[src/rtl/lpc_acc_if.sv]
// lpc_acc_if: operand, multiplier-output and result bus of the LPC accumulator
// Parameters: ACC_W result width, CNT_W term-count width.
// Signals: op_valid/op_last/op_mode operand issue, in_ready issue permission,
//   mac_in multiplier output, out_valid/out_ready result handshake,
//   acc_out/acc_cnt/acc_mode result, err sticky flags, err_clr flag clear.
// Modports: master = controller/consumer side, slave = accumulator.
interface lpc_acc_if #(
   parameter int ACC_W = 32,
   parameter int CNT_W = 16
);
   logic             op_valid;
   logic             op_last;
   logic [1:0]       op_mode;
   logic             in_ready;
   logic [15:0]      mac_in;
   logic             out_valid;
   logic             out_ready;
   logic [ACC_W-1:0] acc_out;
   logic [CNT_W-1:0] acc_cnt;
   logic [1:0]       acc_mode;
   logic [2:0]       err;
   logic             err_clr;
   modport master (output op_valid, op_last, op_mode, mac_in, out_ready, err_clr,
                   input  in_ready, out_valid, acc_out, acc_cnt, acc_mode, err);
   modport slave  (input  op_valid, op_last, op_mode, mac_in, out_ready, err_clr,
                   output in_ready, out_valid, acc_out, acc_cnt, acc_mode, err);
endinterface

[src/rtl/lpc_accumulator.sv]
// lpc_accumulator: burst accumulator behind the LPC multiplier with valid/ready result register
// Ports: clk rising-edge clock, rst_n async active-low reset,
//   bus (lpc_acc_if.slave) operand issue, mac_in, result handshake and err flags.
// Macro LPC_ACC_SAT_EN: saturating accumulator adds instead of two's-complement wrap.
module lpc_accumulator #(
   parameter int ACC_W   = 32,
   parameter int MUL_LAT = 2,
   parameter int CNT_W   = 16
) (
   input  logic     clk,
   input  logic     rst_n,
   lpc_acc_if.slave bus
);
   localparam logic [0:0] S_IDLE = 1'b0;
   localparam logic [0:0] S_ACC  = 1'b1;
`ifdef LPC_ACC_SAT_EN
   localparam logic [ACC_W-1:0] ACC_MAX = {1'b0, {(ACC_W-1){1'b1}}};
   localparam logic [ACC_W-1:0] ACC_MIN = {1'b1, {(ACC_W-1){1'b0}}};
`endif
   logic [0:0]           r_state;
   logic [MUL_LAT-1:0]   r_v, r_l;
   logic [2*MUL_LAT-1:0] r_m;
   logic                 r_up, r_ov;
   logic [ACC_W-1:0]     r_acc, r_out;
   logic [CNT_W-1:0]     r_cnt, r_ocnt;
   logic [1:0]           r_bmode, r_omode;
   logic [2:0]           r_err;
   logic                 w_tv, w_tl, w_idle, w_ovf, w_can;
   logic [1:0]           w_tm, w_mode;
   logic [ACC_W-1:0]     w_term, w_base, w_sum, w_res;
   logic [CNT_W-1:0]     w_cnt;
   logic [2:0]           w_ev;
   // Oldest delay stage is term T, aligned with mac_in.
   always_comb begin
      w_tv   = r_v[MUL_LAT-1];
      w_tl   = w_tv & r_l[MUL_LAT-1];
      w_tm   = r_m[2*MUL_LAT-1 -: 2];
      w_idle = r_state == S_IDLE;
      w_term = (w_tm == 2'b11) ? '0 : {{(ACC_W-16){bus.mac_in[15]}}, bus.mac_in};
      w_base = w_idle ? '0 : r_acc;
      w_sum  = w_base + w_term;
      w_ovf  = (w_base[ACC_W-1] == w_term[ACC_W-1]) && (w_sum[ACC_W-1] != w_base[ACC_W-1]);
`ifdef LPC_ACC_SAT_EN
      w_res  = w_ovf ? (w_base[ACC_W-1] ? ACC_MIN : ACC_MAX) : w_sum;
`else
      w_res  = w_sum;
`endif
      w_cnt  = w_idle ? CNT_W'(1) : (&r_cnt ? r_cnt : r_cnt + 1'b1);
      w_mode = w_idle ? w_tm : r_bmode;
      w_can  = !r_ov || bus.out_ready;
      w_ev   = {w_tv & w_ovf, w_tv & !w_idle & (w_tm != r_bmode), w_tl & !w_can};
   end
   assign bus.in_ready  = r_up & !r_ov & ~|r_l;
   assign bus.out_valid = r_ov;
   assign bus.acc_out   = r_out;
   assign bus.acc_cnt   = r_ocnt;
   assign bus.acc_mode  = r_omode;
   assign bus.err       = r_err;
   always_ff @(posedge clk or negedge rst_n) begin
      if (!rst_n) begin
         r_state <= S_IDLE;
         r_v     <= '0;
         r_l     <= '0;
         r_m     <= '0;
         r_up    <= 1'b0;
         r_ov    <= 1'b0;
         r_acc   <= '0;
         r_out   <= '0;
         r_cnt   <= '0;
         r_ocnt  <= '0;
         r_bmode <= '0;
         r_omode <= '0;
         r_err   <= '0;
      end else begin
         r_up  <= 1'b1;
         r_v   <= MUL_LAT'({r_v, bus.op_valid});
         r_l   <= MUL_LAT'({r_l, bus.op_valid & bus.op_last});
         r_m   <= (2*MUL_LAT)'({r_m, bus.op_mode});
         r_err <= (bus.err_clr ? 3'b000 : r_err) | w_ev;
         if (w_tv) begin
            r_state <= w_tl ? S_IDLE : S_ACC;
            r_acc   <= w_tl ? '0 : w_res;
            r_cnt   <= w_tl ? '0 : w_cnt;
            if (w_idle) r_bmode <= w_tm;
         end
         // A result that cannot be loaded is dropped; the held one stays.
         if (w_tl && w_can) begin
            r_ov    <= 1'b1;
            r_out   <= w_res;
            r_ocnt  <= w_cnt;
            r_omode <= w_mode;
         end else if (bus.out_ready) r_ov <= 1'b0;
      end
   end
endmodule

[src/flat_wrapper.sv]
// flat-port wrapper written by rule: the top's interface ports become plain ports
module lpc_accumulator_flat 
#(
   parameter int ACC_W   = 32,
   parameter int MUL_LAT = 2,
   parameter int CNT_W   = 16
)
  (clk, rst_n, bus_op_valid, bus_op_last, bus_op_mode, bus_mac_in, bus_out_ready, bus_err_clr, bus_in_ready, bus_out_valid, bus_acc_out, bus_acc_cnt, bus_acc_mode, bus_err);
  lpc_acc_if #(.ACC_W(ACC_W), .CNT_W(CNT_W)) bus_i ();
  input  logic clk;
  input  logic rst_n;
  input wire logic [$bits(bus_i.op_valid)-1:0] bus_op_valid;
  input wire logic [$bits(bus_i.op_last)-1:0] bus_op_last;
  input wire logic [$bits(bus_i.op_mode)-1:0] bus_op_mode;
  input wire logic [$bits(bus_i.mac_in)-1:0] bus_mac_in;
  input wire logic [$bits(bus_i.out_ready)-1:0] bus_out_ready;
  input wire logic [$bits(bus_i.err_clr)-1:0] bus_err_clr;
  output wire logic [$bits(bus_i.in_ready)-1:0] bus_in_ready;
  output wire logic [$bits(bus_i.out_valid)-1:0] bus_out_valid;
  output wire logic [$bits(bus_i.acc_out)-1:0] bus_acc_out;
  output wire logic [$bits(bus_i.acc_cnt)-1:0] bus_acc_cnt;
  output wire logic [$bits(bus_i.acc_mode)-1:0] bus_acc_mode;
  output wire logic [$bits(bus_i.err)-1:0] bus_err;
  assign bus_i.op_valid = bus_op_valid;
  assign bus_i.op_last = bus_op_last;
  assign bus_i.op_mode = bus_op_mode;
  assign bus_i.mac_in = bus_mac_in;
  assign bus_i.out_ready = bus_out_ready;
  assign bus_i.err_clr = bus_err_clr;
  assign bus_in_ready = bus_i.in_ready;
  assign bus_out_valid = bus_i.out_valid;
  assign bus_acc_out = bus_i.acc_out;
  assign bus_acc_cnt = bus_i.acc_cnt;
  assign bus_acc_mode = bus_i.acc_mode;
  assign bus_err = bus_i.err;
  lpc_accumulator #(.ACC_W(ACC_W), .MUL_LAT(MUL_LAT), .CNT_W(CNT_W)) u_core (.clk(clk), .rst_n(rst_n), .bus(bus_i));
endmodule
[config.mk]
export PLATFORM = sky130hd
export DESIGN_NAME = lpc_accumulator_flat
export DESIGN_NICKNAME = d
export VERILOG_FILES = /design/src/rtl/lpc_acc_if.sv /design/src/rtl/lpc_accumulator.sv /design/src/flat_wrapper.sv
export SDC_FILE = /design/constraint.sdc
export NUM_CORES = 1
export LEC_CHECK = 0
export BUFFER_PORTS_ARGS = -buffer_cell sky130_fd_sc_hd__buf_2
export CORE_UTILIZATION = 43
export DETAILED_ROUTE_END_ITERATION = 7
export PLACE_DENSITY_LB_ADDON = 0.3
export SETUP_SLACK_MARGIN = 0.1
export SLEW_MARGIN = 15
export SYNTH_ARGS = -nofsm -noshare
export SYNTH_HDL_FRONTEND = slang
export SYNTH_SLANG_ARGS = --single-unit
[constraint.sdc]
create_clock -name clk -period 3.8 [get_ports clk]
set_input_delay 0.19 -clock clk [delete_from_list [all_inputs] [get_ports clk]]
set_output_delay 0.19 -clock clk [all_outputs]
set_load 0.03 [all_outputs]
# ---- After elaboration in Yosys (flattened, before gate mapping)
# Cells that the tools add are included.
dict set report classes {
  shifts 0
  div_mod_pow 0
  n_mul 0
  n_addsub 2
  n_bitwise 9
  muxes 11
  n_reduce_logical 9
  order_cmp 0
  n_eq_ne 4
}
# operator count
set op_table {}
lappend op_table {{2-to-1 mux 32 bit} 3}
lappend op_table {{2-to-1 mux 16 bit} 3}
lappend op_table {{adder 32 bit} 1}
lappend op_table {{adder 16 x 1 -> 16 bit, second input constant} 1}
lappend op_table {{AND reduction 16 bit} 1}
lappend op_table {{AND 1 bit} 8}
lappend op_table {{logical NOT 1 bit} 3}
lappend op_table {{2-to-1 mux 1 bit} 3}
lappend op_table {{2-to-1 mux 3 bit} 1}
lappend op_table {{bitwise OR 3 bit} 1}
lappend op_table {{== test 2 bit, second input constant} 1}
lappend op_table {{logical AND 1 bit} 2}
lappend op_table {{2-to-1 mux 2 bit} 1}
lappend op_table {{inequality test 2 bit} 1}
lappend op_table {{nonzero test 2 bit} 1}
lappend op_table {{OR reduction 2 bit} 1}
lappend op_table {{== test 1 bit} 1}
lappend op_table {{logical OR 1 bit} 1}
lappend op_table {{inequality test 1 bit} 1}
dict set report totals {
  latchBits 0
  ff_bits 114
  mem_bits_rw 0
  n_memories 0
  rom_bits 0
  out_inout_bits 55
}

# ---- Depth between registers and ports, before layout
dict set report logic_depth {
  ltp_word 7
  mapped_depth 18
  ltp_nobuf 14
}

# ---- Worst setup path before layout
# Ideal clock, no wire load.
dict set report synth_path {
  path_type {register to register}
  startpoint {register u_core.r_state}
  endpoint {register u_core.r_out[22] (netlist: u_core.bus.acc_out[22])}
  t_arrival_ps 3738
  slack_ps -74
  stages_incl_launch_ff 18
  setup_ps 136
  n_path_buf 5
  synth_period_minus_slack_ps 3874
  cell_sequence {dfrtp_1 -> buf_2 -> buf_2 -> clkbuf_1 -> buf_2 -> buf_1 -> and2_1 -> inv_1 -> fa_1 -> nand2b_1 -> a21o_1 -> a211oi_1 -> o311a_1 -> o31ai_2 -> and2b_1 -> xnor2_1 -> xor2_1 -> o21ai_0}
}
dict set report synth_between {
  elab_chain_cells 2
}
# item line_no
set synth_rtl {}
lappend synth_rtl {{start, declared} lpc_accumulator.sv:20} ;# logic [0:0] r_state;
lappend synth_rtl {{start signal, assigned} lpc_accumulator.sv:81} ;# r_state <= w_tl ? S_IDLE : S_ACC;
lappend synth_rtl {{2-to-1 mux 32 bit} lpc_accumulator.sv:40} ;# w_base = w_idle ? '0 : r_acc;
lappend synth_rtl {{adder 32 bit} lpc_accumulator.sv:41} ;# w_sum = w_base + w_term;
lappend synth_rtl {{end signal, assigned} lpc_accumulator.sv:89} ;# r_out <= w_res;
lappend synth_rtl {{end, declared} lpc_accumulator.sv:24} ;# logic [ACC_W-1:0] r_acc, r_out;
# Every way passes these cells.
# A chain may end at the register's enable or synchronous reset.

# ---- Worst setup path after layout
dict set report layout_path {
  startpoint {register u_core.r_m[3]}
  endpoint {register u_core.r_out[26] (netlist: u_core.bus.acc_out[26])}
}
dict set report layout_between {
  elab_chain_cells 3
}
# item line_no
set layout_rtl {}
lappend layout_rtl {{start, declared} lpc_accumulator.sv:22} ;# logic [2*MUL_LAT-1:0] r_m;
lappend layout_rtl {{start signal, assigned} lpc_accumulator.sv:78} ;# r_m <= (2*MUL_LAT)'({r_m, bus.op_mode});
lappend layout_rtl {{== test 2 bit} lpc_accumulator.sv:39} ;# w_term = (w_tm == 2'b11) ? '0 : {{(ACC_W-16){bus.mac_in[15]}}, bus.mac_in};
lappend layout_rtl {{2-to-1 mux 32 bit} lpc_accumulator.sv:39}
lappend layout_rtl {{adder 32 bit} lpc_accumulator.sv:41}
# Every way passes these cells.

==> impl_metrics.yaml <==
yosys:
  synth.top_cell.area_share: 0.4138
  synth.ff_latch_count: 114
  synth.top_cells.by_area: "sky130_fd_sc_hd__dfrtp_1 41%, sky130_fd_sc_hd__nand2_1 6.9%, sky130_fd_sc_hd__o21ai_0 5.4%"
  ys_async_sr_fraction: 1.000
  synth_enable_flop_cells: 0
  syn-cell-area_mm2: 0.006894
  yosysSeqAreaShare: 0.4138
  ys_top_cells_by_count: "126 x sky130_fd_sc_hd__nand2_1, 114 x sky130_fd_sc_hd__dfrtp_1, 75 x sky130_fd_sc_hd__o21ai_0"
  synth_cell_types: 71
  postSynthCellCount: 773
  yosys_warnings: 0
  avgSynthCellArea_um2: 8.919
  yosys.area.top_type: "sky130_fd_sc_hd__dfrtp_1"
  synth_top_flop_cell: "sky130_fd_sc_hd__dfrtp_1"
  most_numerous_cell_in_the_yosys_netlist: "sky130_fd_sc_hd__nand2_1"
  synthesis.nets: 819
placement:
  port-buffer-count: 78
  place.gp.congestion: 0.8604
  hpwlAfterDp_um: 11810
min_path:
  source_of_the_worst_hold_timing_path: "bus_err_clr"
  hp-class: "in -> reg"
sta:
  timing_max_transition_violations_final: 0
  layout_worst_path_cycle_share: 0.8986
  max_freq_mhz: 292.9
  finalSetupViolations: 0
  finalCriticalPeriod_ns: 3.415
  rsz0062_at_grt: "false"
  slew_headroom: 0.3744
  worstMarginPinSlew_ns: 0.9384
  fin_skew_ns: 0.01031
  fin_tns_setup_ns: 0
  final_hold_viol_count: 0
flow_run:
  drv.max_cap_violation_count: 0
pwr:
  p_per_cell_area_mw_per_mm2: 710.7
  static_leakage_power_nw: 3.797
  max-vdd-ir-drop_uv: 409.0
clocking:
  worst_setup_hold_path_clk_slew_ns: 0.06
  cts-root-to-sink-buffers: 2
  clock_sink_count: 114
  cts_root_buffer: "sky130_fd_sc_hd__clkbuf_16"
  post_cts_buffers: 0
  total_clock_buffers_created_by_cts: 17
  htree_levels: 4
  cts_tree: "yes"
  worstSkewPairLatency_ns: 0.43
outcome:
  outcome: "completed"
final_layout:
  final-seq-area_mm2: 0.002856
  insertedDiodeCount: 0
  num-fill-cells: 1477
  final_net_count: 889
  post-route-util: 0.5311
  area_occupied_by_multi_input_gates_mm2: 0.003810
  drive_gt1_frac: 0.1764
  area_growth_pct: 18.86
route:
  dr_total_vias: 5895
  route.top_layer_used: "met4"
  met3RoutedLength_um: 808
  m1WireLength_um: 8303
  final_antenna_net_count: 0
  met2_length_um: 7790
  drt-initial-drc-count: 459
  wire_per_inst_um: 16.07
  remaining_drc_errors: 0
  viasPerCell: 5.525
  routed_wirelength_um: 17150
  dr.pass1.iters: 5
setup_path:
  path_class: "reg -> reg"
  crit_path_max_incr_delay_ns: 0.46
  cp.arrival_ns: 3.72
  regToRegStartpoint: "u_core.r_m[3]$_DFF_PN0_"
  cells_traversed_along_the_worst_timing_path: "nand2_2 > and2_1 > ha_1 > a211o_1 > o211ai_1 > a21oi_1 > o311a_1 > o31ai_2 > nor3_1 > a211oi_2 > xor2_1 > o21ai_1"
  cpMaxStageDelayCell: "sky130_fd_sc_hd__dfrtp_1"
  critPathRequiredTime_ns: 4.10
  worst_path_dominant_cell_family: "compound AO/OA/AOI/OAI gates"
  crit_buf_inv: 0
  crit_path_start_kind: "flip-flop"
  timing.critical_path.from: "u_core.r_m[3]$_DFF_PN0_"
  path_max_fanout: 15
  timing.critical_path.to_type: "flip-flop"
global_route:
  grt_pass1_wl_um: 28140
  initial_antenna_violation_count: 0
  global_route.usage.total: 0.2201
  via_count_of_the_first_global_routing_pass: 5641
  grt_start_max_net_pins: 75
  grt.overflow.total: 0
floorplanning:
  die-area_mm2: 0.01654
  pin_count: 79
  site_rows: 45
  die-height_um: 128.6
  floorplan.initialDensity: 0.4469
  floorplan.die.width_um: 128.6
  placeableCoreArea_mm2: 0.01543
## layer usage
layer / up-vias / track usage
met2: 139 / 0.3409
met3: 21 / 0.05198
met4: 0 / 0.07682
met1: 2832 / 0.3014
met5: - / 0
li1: 2903 / -
## registers in the layout, summed over array words and instances, names as in the netlist
name / flops
u_core.bus.acc_cnt: 16
u_core.bus.acc_mode: 2
u_core.bus.acc_out: 32
u_core.bus.err: 3
u_core.bus.out_valid: 1
u_core.r_acc: 32
u_core.r_bmode: 2
u_core.r_cnt: 16
u_core.r_l: 2
u_core.r_m: 4
u_core.r_state: 1
u_core.r_up: 1
u_core.r_v: 2
## final timing paths
path / end / slack (ns) / cells after the start
hold reg to reg: u_core.r_v[1]$_DFF_PN0_ / 0.35 / 0
min in group asynchronous: u_core.bus.acc_out[15]$_DFFE_PN0P_ / 0.46 / 2
setup / recovery: u_core.bus.acc_out[26]$_DFFE_PN0P_ / 0.39 / 12
setup reg to reg: u_core.bus.acc_out[26]$_DFFE_PN0P_ / 0.39 / 12
max in group asynchronous: u_core.r_cnt[8]$_DFFE_PN0P_ / 2.59 / 3
hold / removal: u_core.bus.err[2]$_DFF_PN0_ / 0.07 / 2
## per-stage QoR
step | hold WS [ns] | worst slack [ns] | cell area, µm² | total power [mW] | instances
floorplan | -0.1056 | 0.1311 | 6898 | 3.551 | 773
detailed placement | 0.3004 | 0.2603 | 7522 | 4.176 | 1030
global route | 0.06389 | 0.1776 | 8194 | 6.196 | 1067
CTS | 0.06178 | 0.2352 | 8184 | 5.855 | 1067
finish | 0.06864 | 0.3855 | 8194 | 5.823 | 1067
global placement | 0.3010 | 0.3654 | 7522 | 4.141 | 1030
## worst reg2reg max path: stages (launching register included)
cell and delay, ns:
sky130_fd_sc_hd__dfrtp_1 0.46, sky130_fd_sc_hd__nand2_2 0.21, sky130_fd_sc_hd__and2_1 0.22, sky130_fd_sc_hd__ha_1 0.33
sky130_fd_sc_hd__a211o_1 0.31, sky130_fd_sc_hd__o211ai_1 0.09, sky130_fd_sc_hd__a21oi_1 0.13, sky130_fd_sc_hd__o311a_1 0.38
sky130_fd_sc_hd__o31ai_2 0.41, sky130_fd_sc_hd__nor3_1 0.12, sky130_fd_sc_hd__a211oi_2 0.37, sky130_fd_sc_hd__xor2_1 0.18
sky130_fd_sc_hd__o21ai_1 0.07
## kinds of logic (layout without fill, tap and decap cells)
logic type,count (synthesis),count (layout),synth area share
other,1,1,0.0005439
multiplexers,10,10,0.01543
AND/OR/NAND/NOR,281,281,0.1949
buffers and inverters,62,145,0.03539
adder cells (fa/ha/maj),24,24,0.04410
flip-flops,114,114,0.4138
AO/OA/AOI/OAI,231,231,0.2303
XOR/XNOR,50,50,0.06552
## cells in the final DEF (no fill, tap or decap), types with 4 or more instances in the layout
cell / instances
sky130_fd_sc_hd__and3_1: 11
sky130_fd_sc_hd__o31ai_1: 11
sky130_fd_sc_hd__nand4_1: 6
sky130_fd_sc_hd__nor2_1: 30
sky130_fd_sc_hd__a31oi_1: 4
sky130_fd_sc_hd__and2_1: 43
sky130_fd_sc_hd__mux2i_1: 5
sky130_fd_sc_hd__o21a_1: 8
sky130_fd_sc_hd__o2bb2ai_1: 27
sky130_fd_sc_hd__dfrtp_1: 113
sky130_fd_sc_hd__ha_1: 21
sky130_fd_sc_hd__mux2_2: 5
sky130_fd_sc_hd__dlygate4sd3_1: 5
sky130_fd_sc_hd__xnor2_1: 29
sky130_fd_sc_hd__buf_2: 77
sky130_fd_sc_hd__clkbuf_16: 17
sky130_fd_sc_hd__nand3_1: 21
sky130_fd_sc_hd__o2111ai_1: 5
sky130_fd_sc_hd__or3_1: 6
sky130_fd_sc_hd__clkinv_4: 4
sky130_fd_sc_hd__buf_4: 13
sky130_fd_sc_hd__a21oi_1: 35
sky130_fd_sc_hd__nand2b_1: 8
sky130_fd_sc_hd__nor3_1: 13
sky130_fd_sc_hd__a22o_1: 5
sky130_fd_sc_hd__o21ai_0: 75
sky130_fd_sc_hd__o211ai_1: 4
sky130_fd_sc_hd__inv_1: 13
sky130_fd_sc_hd__xor2_1: 20
sky130_fd_sc_hd__inv_6: 4
sky130_fd_sc_hd__a21o_1: 10
sky130_fd_sc_hd__nor2b_1: 6
sky130_fd_sc_hd__nand2_1: 125
## area by class of cell
| class | count | area share |
|---|---|---|
| multi-input cells | 597 | 0.4650 |
| flip-flops and latches | 114 | 0.3486 |
| repair buffers | 98 | 0.07238 |
| clock buffers | 20 | 0.05696 |
| well taps | 211 | 0.03222 |
| clock inverters | 12 | 0.01771 |
| inverters | 15 | 0.007177 |
## where the power goes
group          leakage, nW  switching, mW  internal [mW]
logic                 2.04           1.41          0.888
clock network        0.294          0.623           1.03
registers             1.46          0.306           1.56
## repair_timing
| action | CTS | global route |
|---|---|---|
| endpoints found under the setup margin | 0 | 13 |
| endpoints found under the hold margin | 75 | 0 |
| resized for setup | 0 | 3 |
| hold buffers | 5 | 0 |
No activity file was read; power rests on OpenSTA's default activity.
